[config.mk]
export PLATFORM = sky130hd
export DESIGN_NAME = frame_convencoder_ctrl_flat
export DESIGN_NICKNAME = d
export VERILOG_FILES = /design/src/rtl/frame_convencoder_ctrl_if.sv /design/src/rtl/frame_convencoder_ctrl.sv /design/src/flat_wrapper.sv
export SDC_FILE = /design/constraint.sdc
export NUM_CORES = 1
export LEC_CHECK = 0
export CAP_MARGIN = 20
export CORE_ASPECT_RATIO = 0.8
export CORE_MARGIN = 2
export CORE_UTILIZATION = 60
export DETAILED_ROUTE_END_ITERATION = 10
export DONT_BUFFER_PORTS = 1
export PLACE_DENSITY = 0.81
export REMOVE_ABC_BUFFERS = 1
export SLEW_MARGIN = 20
export SYNTH_ARGS = -nofsm -noshare
export SYNTH_HDL_FRONTEND = slang
export SYNTH_SLANG_ARGS = --single-unit
export TNS_END_PERCENT = 50
[constraint.sdc]
create_clock -name clk -period 2.4 [get_ports clk]
set_input_delay 0.24 -clock clk [delete_from_list [all_inputs] [get_ports clk]]
set_output_delay 0.24 -clock clk [all_outputs]
set_load 0.02 [all_outputs]
[src/rtl/frame_convencoder_ctrl_if.sv]
// Bit-serial handshake bundle between scrambler, framing encoder and interleaver.
// master = environment side (drives input bits and downstream ready), slave = encoder side.
interface frame_convencoder_ctrl_if;
   logic in_valid;
   logic in_data;
   logic in_ready;
   logic out_valid;
   logic out_data;
   logic out_coded;
   logic out_last;
   logic out_ready;

   modport master (
      output in_valid, in_data, out_ready,
      input  in_ready, out_valid, out_data, out_coded, out_last
   );

   modport slave (
      input  in_valid, in_data, out_ready,
      output in_ready, out_valid, out_data, out_coded, out_last
   );
endinterface

[src/rtl/frame_convencoder_ctrl.sv]
// TX framing encoder: hunts the preamble, passes SIGNAL through, then K=7 convolutional
// encodes DATA plus a zero tail with 1/2, 2/3 or 3/4 puncturing.
//
// state  | meaning
// HUNT   | forward bits uncoded, count consecutive ones up to PRE_LEN
// SIGNAL | forward SIG_LEN bits uncoded, latch rate on exit
// DATA   | encode DATA_LEN accepted bits
// TAIL   | inject 6 internal zeros, wait for the last coded bit to leave
// DONE   | idle until en drops
module frame_convencoder_ctrl #(
   parameter int PRE_LEN  = 12,
   parameter int SIG_LEN  = 24,
   parameter int DATA_LEN = 96,
   parameter int CNT_W    = 10
) (
   input  logic       clk,
   input  logic       rst_n,
   input  logic       en,
   input  logic [1:0] rate,
   frame_convencoder_ctrl_if.slave bus
);

   typedef enum logic [2:0] {
      S_HUNT,
      S_SIGNAL,
      S_DATA,
      S_TAIL,
      S_DONE
   } state_t;

   localparam logic [1:0] R_12 = 2'b00;
   localparam logic [1:0] R_23 = 2'b01;
   localparam logic [1:0] R_34 = 2'b10;

   localparam logic [6:0] G0 = 7'o133;
   localparam logic [6:0] G1 = 7'o171;

   localparam logic [CNT_W-1:0] CNT_ONE   = CNT_W'(1);
   localparam logic [CNT_W-1:0] PRE_END   = CNT_W'(PRE_LEN - 1);
   localparam logic [CNT_W-1:0] SIG_END   = CNT_W'(SIG_LEN - 1);
   localparam logic [CNT_W-1:0] DATA_END  = CNT_W'(DATA_LEN - 1);
   localparam logic [CNT_W-1:0] TAIL_LEN  = CNT_W'(6);
   localparam logic [CNT_W-1:0] TAIL_END  = CNT_W'(5);

   state_t           state;
   logic [CNT_W-1:0] cnt;
   logic [5:0]       sr;
   logic [1:0]       phase;
   logic [1:0]       rate_q;
   logic             pend;
   logic             pend_bit;
   logic             pend_last;
   logic             tx_valid;
   logic             tx_data;
   logic             tx_coded;
   logic             tx_last;

   logic       slot_free;
   logic       in_open;
   logic       accept;
   logic       tail_step;
   logic       enc_step;
   logic       out_fire;
   logic       u;
   logic [6:0] vec;
   logic       code_a;
   logic       code_b;
   logic       keep_a;
   logic       keep_b;
   logic       last_in;
   logic [1:0] phase_nxt;

   // A new bit may enter only when no B is waiting and the output register will be free.
   assign slot_free = !pend && (!tx_valid || bus.out_ready);
   assign in_open   = (state == S_HUNT) || (state == S_SIGNAL) || (state == S_DATA);
   assign bus.in_ready = rst_n && en && in_open && slot_free;
   assign accept    = bus.in_ready && bus.in_valid;
   assign tail_step = en && (state == S_TAIL) && (cnt != TAIL_LEN) && slot_free;
   assign enc_step  = (accept && (state == S_DATA)) || tail_step;
   assign out_fire  = tx_valid && bus.out_ready;

   assign u      = (state == S_TAIL) ? 1'b0 : bus.in_data;
   assign vec    = {u, sr};
   assign code_a = ^(G0 & vec);
   assign code_b = ^(G1 & vec);

   assign keep_a  = !((rate_q == R_34) && (phase == 2'd2));
   assign keep_b  = !((phase == 2'd1) && ((rate_q == R_23) || (rate_q == R_34)));
   assign last_in = (state == S_TAIL) && (cnt == TAIL_END);

   always_comb begin
      phase_nxt = 2'd0;
      case (rate_q)
         R_23:    phase_nxt = (phase == 2'd1) ? 2'd0 : 2'd1;
         R_34:    phase_nxt = (phase == 2'd2) ? 2'd0 : phase + 2'd1;
         default: phase_nxt = 2'd0;
      endcase
   end

   assign bus.out_valid = tx_valid;
   assign bus.out_data  = tx_data;
   assign bus.out_coded = tx_coded;
   assign bus.out_last  = tx_last;

   always_ff @(posedge clk or negedge rst_n) begin
      if (!rst_n) begin
         state     <= S_HUNT;
         cnt       <= '0;
         sr        <= '0;
         phase     <= '0;
         rate_q    <= R_12;
         pend      <= 1'b0;
         pend_bit  <= 1'b0;
         pend_last <= 1'b0;
         tx_valid  <= 1'b0;
         tx_data   <= 1'b0;
         tx_coded  <= 1'b0;
         tx_last   <= 1'b0;
      end else if (!en) begin
         state     <= S_HUNT;
         cnt       <= '0;
         sr        <= '0;
         phase     <= '0;
         pend      <= 1'b0;
         pend_bit  <= 1'b0;
         pend_last <= 1'b0;
         tx_valid  <= 1'b0;
         tx_data   <= 1'b0;
         tx_coded  <= 1'b0;
         tx_last   <= 1'b0;
      end else begin
         if (out_fire) begin
            if (pend) begin
               tx_data   <= pend_bit;
               tx_last   <= pend_last;
               pend      <= 1'b0;
               pend_last <= 1'b0;
            end else begin
               tx_valid <= 1'b0;
               tx_last  <= 1'b0;
            end
         end

         case (state)
            S_HUNT: begin
               if (accept) begin
                  tx_valid <= 1'b1;
                  tx_data  <= bus.in_data;
                  tx_coded <= 1'b0;
                  tx_last  <= 1'b0;
                  if (!bus.in_data) begin
                     cnt <= '0;
                  end else if (cnt == PRE_END) begin
                     state <= S_SIGNAL;
                     cnt   <= '0;
                  end else begin
                     cnt <= cnt + CNT_ONE;
                  end
               end
            end

            S_SIGNAL: begin
               if (accept) begin
                  tx_valid <= 1'b1;
                  tx_data  <= bus.in_data;
                  tx_coded <= 1'b0;
                  tx_last  <= 1'b0;
                  if (cnt == SIG_END) begin
                     state  <= S_DATA;
                     cnt    <= '0;
                     phase  <= '0;
                     rate_q <= (rate == 2'b11) ? R_12 : rate;
                  end else begin
                     cnt <= cnt + CNT_ONE;
                  end
               end
            end

            S_DATA, S_TAIL: begin
               if (enc_step) begin
                  sr       <= {u, sr[5:1]};
                  phase    <= phase_nxt;
                  cnt      <= cnt + CNT_ONE;
                  tx_valid <= 1'b1;
                  tx_coded <= 1'b1;
                  if (keep_a) begin
                     tx_data <= code_a;
                     if (keep_b) begin
                        pend      <= 1'b1;
                        pend_bit  <= code_b;
                        pend_last <= last_in;
                        tx_last   <= 1'b0;
                     end else begin
                        tx_last <= last_in;
                     end
                  end else begin
                     // 3/4 phase 2: A is punctured, so B goes straight out
                     tx_data <= code_b;
                     tx_last <= last_in;
                  end
                  if ((state == S_DATA) && (cnt == DATA_END)) begin
                     state <= S_TAIL;
                     cnt   <= '0;
                  end
               end
               if ((state == S_TAIL) && out_fire && tx_last) begin
                  state <= S_DONE;
               end
            end

            S_DONE: begin
               tx_valid <= 1'b0;
            end

            default: begin
               state <= S_HUNT;
            end
         endcase
      end
   end

endmodule

[src/flat_wrapper.sv]
// flat-port wrapper written by rule: the top's interface ports become plain ports
module frame_convencoder_ctrl_flat 
#(
   parameter int PRE_LEN  = 12,
   parameter int SIG_LEN  = 24,
   parameter int DATA_LEN = 96,
   parameter int CNT_W    = 10
)
  (clk, rst_n, en, rate, bus_in_valid, bus_in_data, bus_out_ready, bus_in_ready, bus_out_valid, bus_out_data, bus_out_coded, bus_out_last);
  frame_convencoder_ctrl_if bus_i ();
  input  logic clk;
  input  logic rst_n;
  input  logic en;
  input  logic [1:0] rate;
  input wire logic [$bits(bus_i.in_valid)-1:0] bus_in_valid;
  input wire logic [$bits(bus_i.in_data)-1:0] bus_in_data;
  input wire logic [$bits(bus_i.out_ready)-1:0] bus_out_ready;
  output wire logic [$bits(bus_i.in_ready)-1:0] bus_in_ready;
  output wire logic [$bits(bus_i.out_valid)-1:0] bus_out_valid;
  output wire logic [$bits(bus_i.out_data)-1:0] bus_out_data;
  output wire logic [$bits(bus_i.out_coded)-1:0] bus_out_coded;
  output wire logic [$bits(bus_i.out_last)-1:0] bus_out_last;
  assign bus_i.in_valid = bus_in_valid;
  assign bus_i.in_data = bus_in_data;
  assign bus_i.out_ready = bus_out_ready;
  assign bus_in_ready = bus_i.in_ready;
  assign bus_out_valid = bus_i.out_valid;
  assign bus_out_data = bus_i.out_data;
  assign bus_out_coded = bus_i.out_coded;
  assign bus_out_last = bus_i.out_last;
  frame_convencoder_ctrl #(.PRE_LEN(PRE_LEN), .SIG_LEN(SIG_LEN), .DATA_LEN(DATA_LEN), .CNT_W(CNT_W)) u_core (.clk(clk), .rst_n(rst_n), .en(en), .rate(rate), .bus(bus_i));
endmodule
==> results of run 1 <==
## report_power, final
| group | switching (µW) | internal (µW) | total [µW] |
|---|---|---|---|
| Clock | 188 | 305 | 493 |
| Sequential | 36.1 | 525 | 561 |
| Combinational | 128 | 79.1 | 208 |
| Total | 353 | 909 | 1260 |
## cell type report
| type | instances | area share |
|---|---|---|
| flip-flops and latches | 30 | 0.343 |
| multi-input cells | 166 | 0.520 |
| clock buffers | 5 | 0.0314 |
| inverters | 16 | 0.0274 |
| repair buffers | 9 | 0.0377 |
| clock inverters | 3 | 0.0183 |
| well taps | 40 | 0.0228 |
## registers in the layout, indices dropped and copies added, names as in the netlist
name,flops
u_core.cnt,10
u_core.sr,6
u_core.state,3
u_core.phase,2
u_core.rate_q,2
u_core.bus.out_coded,1
u_core.bus.out_data,1
u_core.bus.out_last,1
u_core.bus.out_valid,1
u_core.pend,1
u_core.pend_bit,1
u_core.pend_last,1
## layer usage
layer	vias up	global-route usage
met4	0	0.0616
met2	104	0.383
met3	11	0.0668
met1	852	0.395
li1	822	-
met5	-	0
## how the worst max path moves through the flow
stage	end	slack [ns]	depth (start not counted)
2_1_floorplan	u_core.pend	0.34	5
3_5_place_dp	u_core.cnt[7]	0.34	6
3_3_place_gp	u_core.cnt[7]	0.43	6
4_1_cts	u_core.cnt[7]	0.32	6
6_report	u_core.cnt[7]	0.29	6
5_1_grt	u_core.cnt[7]	0.20	6
## metrics by stage
stage | cell area [µm²] | cells
2_1_floorplan | 1950 | 212
3_3_place_gp | 2050 | 259
3_5_place_dp | 2050 | 259
4_1_cts | 2190 | 269
5_1_grt | 2190 | 269
6_report | 2190 | 269
## timing repair
item / in CTS / in global routing
gates resized for setup: 0 / 0
hold buffers: 2 / 0
hold endpoints to repair: 30 / 0
## cell families (layout without fill, tap and decap cells)
logic type,after synthesis,count (layout)
AND/OR/NAND/NOR,90,90
AO/OA/AOI/OAI,55,55
flip-flops,30,30
buffers and inverters,26,33
multiplexers,11,11
adder cells (fa/ha/maj),5,5
XOR/XNOR,5,5
## cells in the final DEF, fill, tap and decap left out, drive strengths merged, types with 5 or more instances in the layout
cell	netlist	final
nor3	6	6
or3	5	5
inv	15	15
a31oi	6	6
nor2	18	18
ha	5	5
o21ai	12	12
clkbuf	2	5
nand2b	6	6
nand3	10	10
dfrtp	30	30
nand4	6	6
a21oi	11	11
buf	8	8
mux2i	11	11
nand2	21	21
==> flow_summary.ini, run 1 <==
[outcome]
status = finished clean

[global_route]
grt_use_total = 0.264
grt_start_max_net_pins = 31
grt_overflow = 0
grt_pass1_vias = 1597
antenna_found_initial = 0
grt_pass1_wl_mm = 7.74

[sta]
whs_ns = 0.0933
period_minus_slack_ns = 2.11
setup_tns_ns = 0
period_share = 0.878
hold_viol_final = 0
max_freq_mhz = 475
worst_pin_slew_ns = 0.640
fin_skew_ns = 0.00706
setup_viol = 0
max_slew_margin = 0.570
layout_setup_ws_ns = 0.293
maxSlewViolCount = 0
rsz0062_at_grt = false

[drt]
vias = 1789
wirelength_mm = 4.61
wl_met3_um = 435
wl_met1_mm = 2.05
wl_met2_mm = 2.05
vias_per_cell = 6.65
dr.pass1.iters = 5
drcViolationCount = 0
drtAntennaViolNets = 0
top_layer = met4
wl_per_cell_um = 17.1
drtIter0Drc = 219

[die]
die_h_um = 55.9
die_area_um2 = 3850
ios = 13
start_util = 0.640
num_rows = 18
die_width_um = 68.8
core_area_um2 = 3150

[synth]
synth_edf_count = 0
syn_area_um2 = 2020
synthAdderAreaFrac = 0.0310
yosysWarnings = 0
yosys.area.top_type = dfrtp_1
yosys_register_bits = 30
synth-simple-area-share = 0.259
synth_top_cell_area_share = 0.372
synthMuxAreaShare = 0.0546
synthCells = 222
synth_top_family_by_area = simple AND/OR/NAND/NOR gates
synthXorXnorAreaFrac = 0.0217
synth_ff_type = dfrtp_1
synth.avg_cell_area_um2 = 9.09
synthTopCellsByCount = dfrtp_1, nand2_1, nor2_1
netlist_top_cells_area = dfrtp_1, mux2i_1, nand2_1
synth_compound_area_frac = 0.198
synthMostInstantiatedCell = dfrtp_1
synthArstFlopShare = 1.00
ys_types = 55
ys_seq_area_frac = 0.372

[power]
vdd.ir_drop.worst_mv = 0.341
p_total_uw = 1260
p_per_area_nw_per_um2 = 576
cellLeakagePower_uw = 0.000941

[clock_tree]
post-cts-setup-buffer-count = 0
cts_tree = done
ctsRootBufferMaster = clkbuf_8
clock_latency_ns = 0.28
cts_buffer_depth = 2
cts_made_buffers = 5
clock_sinks = 30
clkTransAtPathRegs_ns = 0.06
cts_max_level = 2

[setup_path]
setup.worst_path.start = u_core.cnt[5]
r2r_end = u_core.cnt[7]
max_stage_delay_ns = 0.50
critPathRequiredTime_ns = 2.57
crit_path_end_kind = flip-flop
reg2reg_depth = 6
crit_buf_inv = 1
cp_max_fo = 11
timing.rr.start = u_core.cnt[5]
crit_chain = nor4_4 > nand3_2 > a221oi_4 > buf_4 > o41ai_1 > a32o_1
critPathLaunchType = flip-flop
critPathArrivalTime_ns = 2.28
critical_path.top_delay_family = compound AO/OA/AOI/OAI gates
cp_slowest_cell = dfrtp_1
critPathKind = reg -> reg
r2r_slack_ns = 0.29

[cells_and_area]
antenna_cells = 0
layout.nets = 241
regArea_um2 = 751
area_growth_pct = 8.56
fillers = 258
final_util = 0.695
multi_input_area_um2 = 1140
drive_gt1_frac = 0.105

[worst_hold_path]
min_path_type = in -> reg
min_to = u_core.pend
holdPathStages = 1
min_from = en

[placement]
dpl.hpwl_mm = 3.40
gp_congestion = 0.921
port_buffers = 0
post-place-ws_ns = 0.345

[flow_run]
max-cap-violations = 0
No activity file was read; power rests on OpenSTA's default activity.
==> run 2: changes to the inputs <==
- clock period: 2.4 -> 2 ns (I/O delays scaled with it)
==> flow_summary.ini, run 2 (same netlist as run 1, synthesis figures left out) <==
[outcome]
violations = negative setup slack
status = finished with violations

[setup_path]
critPathKind = reg -> reg
r2r_slack_ns = -0.05
timing.rr.start = u_core.state[0]
setup.worst_path.start = u_core.state[0]
cp_slowest_cell = dfrtp_1
critPathLaunchType = flip-flop
cp_max_fo = 12
max_stage_delay_ns = 0.46
worstSetupEndpoint = u_core.phase[0]
critPathRequiredTime_ns = 2.21
reg2reg_depth = 6
critPathArrivalTime_ns = 2.26
r2r_end = u_core.phase[0]
crit_chain = nand3b_1 > nor3_4 > a22oi_1 > buf_4 > o41a_1 > a21oi_1
crit_path_end_kind = flip-flop

[placement]
post-place-ws_ns = 0.0214
gp_congestion = 0.887
dpl.hpwl_mm = 3.59
dp_cells = 271
port_buffers = 0

[global_route]
grt_pass1_vias = 1740
grt_use_total = 0.286
grt_start_max_net_pins = 31
antenna_found_initial = 0
grt_pass1_wl_mm = 8.07
grt_overflow = 0

[die]
die_h_um = 55.9
die_area_um2 = 3850
num_rows = 18
core_area_um2 = 3150
die_width_um = 68.8
start_util = 0.640
ios = 13

[sta]
max_slew_margin = 0.501
layout_setup_ws_ns = -0.0474
worst_pin_slew_ns = 0.742
maxSlewViolCount = 0
period_share = 1.02
hold_viol_final = 0
setup_viol = 2
max_freq_mhz = 488
rsz0062_at_grt = true
fin_skew_ns = 0.00612
period_minus_slack_ns = 2.05

[drt]
drtAntennaViolNets = 0
drtIter0Drc = 364
drcViolationCount = 0
wirelength_mm = 5.55
vias = 1937
vias_per_cell = 6.73
dr.pass1.iters = 8
wl_per_cell_um = 19.3

[cells_and_area]
fin_cells = 288
layout.nets = 260
top_register = u_core.cnt
antenna_cells = 0
largest_reg_flops = 10
fillers = 208
area_growth_pct = 19.6
top_regs = u_core.cnt: 10 flops, u_core.sr: 6 flops, u_core.state: 3 flops
drive_gt1_frac = 0.181
mostFrequentLayoutCells = dfrtp_1, buf_4, nand2_1
final_common_cell = dfrtp_1

[worst_hold_path]
min_path_type = in -> reg

[power]
comb_power_share = 0.179
cellLeakagePower_uw = 0.00107
switching_share = 0.264
power_switching_uw = 462
vdd.ir_drop.worst_mv = 0.533
clockPowerShare = 0.441
p_per_area_nw_per_um2 = 725
p_int_uw = 1290
seq_power_share = 0.380

[clock_tree]
cts_tree = done
clkTransAtPathRegs_ns = 0.07
cts_made_buffers = 5
ctsRootBufferMaster = clkbuf_8
cts_buffer_depth = 2
clock_sinks = 30
clock_latency_ns = 0.29
cts_max_level = 2

[flow_run]
max-cap-violations = 0
==> run 2: cell count changes in the layout (fill, tap and decap cells not counted), sizes merged <==
cell / change
buf: +18
clkbuf: +2
clkinv: -2
bufinv: +1
==> run 2: worst min path at each step <==
stage	startpoint	end	slack (ns)	depth (start not counted)
after floorplan	rst_n	u_core.bus.out_coded	-0.1	0
after global placement	rst_n	u_core.cnt[0]	-0.09	0
after detailed placement	rst_n	u_core.cnt[0]	-0.09	0
after CTS	en	u_core.pend	0.04	1
after global routing	en	u_core.pend	0.03	1
final	en	u_core.pend	0.04	1
==> run 2: repair_timing <==
item,4_1_cts,5_1_grt
setup buffers,0,6
resized for setup,0,3
endpoints found under the hold margin,30,0
hold buffers,2,0
setup endpoints to repair,0,9
==> run 2: final cells by class <==
type	instances	area [µm²]	share of cell area
tap	40	50.0	0.0207
inverter	16	60.1	0.0249
multi-input combinational	166	1150	0.478
clock inverter	2	60.1	0.0249
sequential	30	751	0.311
clock buffer	6	82.6	0.0342
timing repair buffer	28	255	0.106
==> run 2: through the flow <==
stage | total power (µW) | utilization | hold WS, ns | cell area, µm² | setup TNS [ns]
final | 1750 | 0.765 | 0.0411 | 2410 | -0.0505
after global routing | 1820 | 0.765 | 0.0257 | 2410 | -0.227
after CTS | 1710 | 0.738 | 0.0415 | 2330 | 0
after detailed placement | 924 | 0.683 | -0.0950 | 2150 | 0
after global placement | 916 | 0.683 | -0.0947 | 2150 | 0
after floorplan | 835 | - | -0.0956 | 1950 | -0.0560
==> run 2: power groups by stage <==
stage | Combinational (µW) | Sequential, µW | Clock [µW]
2_1_floorplan | 160 | 675 | 0
3_3_place_gp | 246 | 670 | 0
3_5_place_dp | 254 | 671 | 0
4_1_cts | 277 | 660 | 775
5_1_grt | 338 | 666 | 816
6_report | 312 | 665 | 772
==> run 2: worst max-delay path, delay by kind of cell, from the launching register on <==
kind | cells | cell delay (ns)
flops | 1 | 0.46
compound gates | 3 | 0.68
simple gates | 2 | 0.61
buf+inv | 1 | 0.21
==> run 2: per-layer routing <==
layer,wire length [µm],GRT usage,part of all wire
met2,2480,0.411,0.45
met5,0,0,0
met4,153,0.0700,0.028
met1,2350,0.403,0.42
met3,561,0.111,0.10
==> run 3: changes to the inputs <==
- CORE_UTILIZATION: 60 -> 45
- PLACE_DENSITY: 0.81 -> 0.65
==> flow_summary.ini, run 3 (same netlist as run 1, synthesis figures left out) <==
[sta]
maxSlewViolCount = 0
fin_skew_ns = 0.00510
rsz0062_at_grt = true
max_slew_margin = 0.672
max_freq_mhz = 516
hold_viol_final = 0
worst_pin_slew_ns = 0.488
period_minus_slack_ns = 1.94
period_share = 0.970
setup_viol = 0

[cells_and_area]
area_growth_pct = 17.0
final_common_cell = dfrtp_1
mostFrequentLayoutCells = dfrtp_1, buf_4, nand2_1
multi_input_area_um2 = 1160
fillers = 404
final_util = 0.555
drive_gt1_frac = 0.181
largest_reg_flops = 10
layout.nets = 261
top_register = u_core.cnt
antenna_cells = 0
regArea_um2 = 752
top_regs = u_core.cnt: 10 flops, u_core.sr: 6 flops, u_core.state: 3 flops

[drt]
drtAntennaViolNets = 0
drtIter0Drc = 214
wl_per_cell_um = 15.8
wirelength_mm = 4.83
drcViolationCount = 0
vias = 1769
dr.pass1.iters = 5
vias_per_cell = 5.78

[power]
p_per_area_nw_per_um2 = 615
vdd.ir_drop.worst_mv = 0.336
cellLeakagePower_uw = 0.00104
p_total_uw = 1450

[die]
num_rows = 21
die_width_um = 78.9
die_area_um2 = 5040
ios = 13
core_area_um2 = 4260
start_util = 0.474
die_h_um = 63.9

[global_route]
grt_pass1_vias = 1579
grt_start_max_net_pins = 31
antenna_found_initial = 0
grt_use_total = 0.203
grt_pass1_wl_mm = 7.87
grt_overflow = 0

[setup_path]
cp_max_fo = 7
timing.rr.start = u_core.cnt[8]
critPathArrivalTime_ns = 2.11
crit_chain = nor4b_4 > nand4_1 > o311a_4 > buf_4 > a32o_1
critPathKind = reg -> reg
cp_slowest_cell = dfrtp_1
max_stage_delay_ns = 0.41
crit_path_end_kind = flip-flop
critPathLaunchType = flip-flop
critPathRequiredTime_ns = 2.17
reg2reg_depth = 5
setup.worst_path.start = u_core.cnt[8]

[flow_run]
max-cap-violations = 0

[placement]
port_buffers = 0
dpl.hpwl_mm = 3.35
gp_congestion = 0.862

[clock_tree]
clock_sinks = 30
cts_made_buffers = 5
clkTransAtPathRegs_ns = 0.06
clock_latency_ns = 0.29
ctsRootBufferMaster = clkbuf_8
cts_tree = done
cts_buffer_depth = 2
cts_max_level = 2

[worst_hold_path]
holdPathStages = 1
min_from = en
min_path_type = in -> reg

[outcome]
status = finished clean
[run 3: stage by stage]
stage / hold slack (ns) / setup TNS, ns / setup slack [ns] / cells / cell area [µm²]
2_1_floorplan: -0.0956 / -0.0560 / -0.0560 / 212 / 1950
5_1_grt: 0.0210 / -0.128 / -0.0252 / 306 / 2360
3_3_place_gp: -0.0949 / 0 / 0.0169 / 290 / 2180
3_5_place_dp: -0.0949 / 0 / 0.0513 / 290 / 2180
6_report: 0.0250 / 0 / 0.0608 / 306 / 2360
4_1_cts: 0.0223 / 0 / 0.0548 / 300 / 2300
[run 3: critical path, delay by kind of cell (launching register included)]
family | cells | cell delay, ns
and+or+nand+nor | 2 | 0.61
DFF | 1 | 0.41
AOI/OAI and AO/OA | 2 | 0.64
buffers and inverters | 1 | 0.16
[run 3: cell type report]
cell class,count,share of cell area
Clock buffer,7,0.0366
Tap cell,57,0.0302
Timing Repair Buffer,28,0.0970
Multi-Input combinational cell,167,0.490
Clock inverter,1,0.00212
Inverter,16,0.0254
Sequential cell,30,0.318
[run 3: power breakdown]
group          internal (µW)  switching [µW]
Combinational            114             160
Clock                    277             229
Sequential               631            42.0
Total                   1020             432
[run 3: final timing paths]
check | slack, ns | end
setup / recovery | 0.06 | u_core.cnt[7]
hold / removal | 0.03 | u_core.pend
max in group asynchronous | 1.48 | u_core.cnt[0]
min in group asynchronous | 0.34 | u_core.cnt[6]
setup reg to reg | 0.06 | u_core.cnt[7]
hold reg to reg | 0.53 | u_core.sr[1]
[run 3: repair_timing]
item / CTS / global route
hold buffers: 2 / 0
endpoints found under the setup margin: 0 / 10
setup buffers: 0 / 5
hold endpoints to repair: 30 / 0
gates resized for setup: 0 / 3
[run 3: per-layer routing]
metal / track usage / share of wire / wire length (µm) / up-vias
li1: - / - / - / 871
met3: 0.0438 / 0.065 / 314 / 8
met5: 0 / 0 / 0 / -
met2: 0.260 / 0.40 / 1930 / 62
met1: 0.324 / 0.52 / 2510 / 828
met4: 0.0841 / 0.016 / 77 / 0
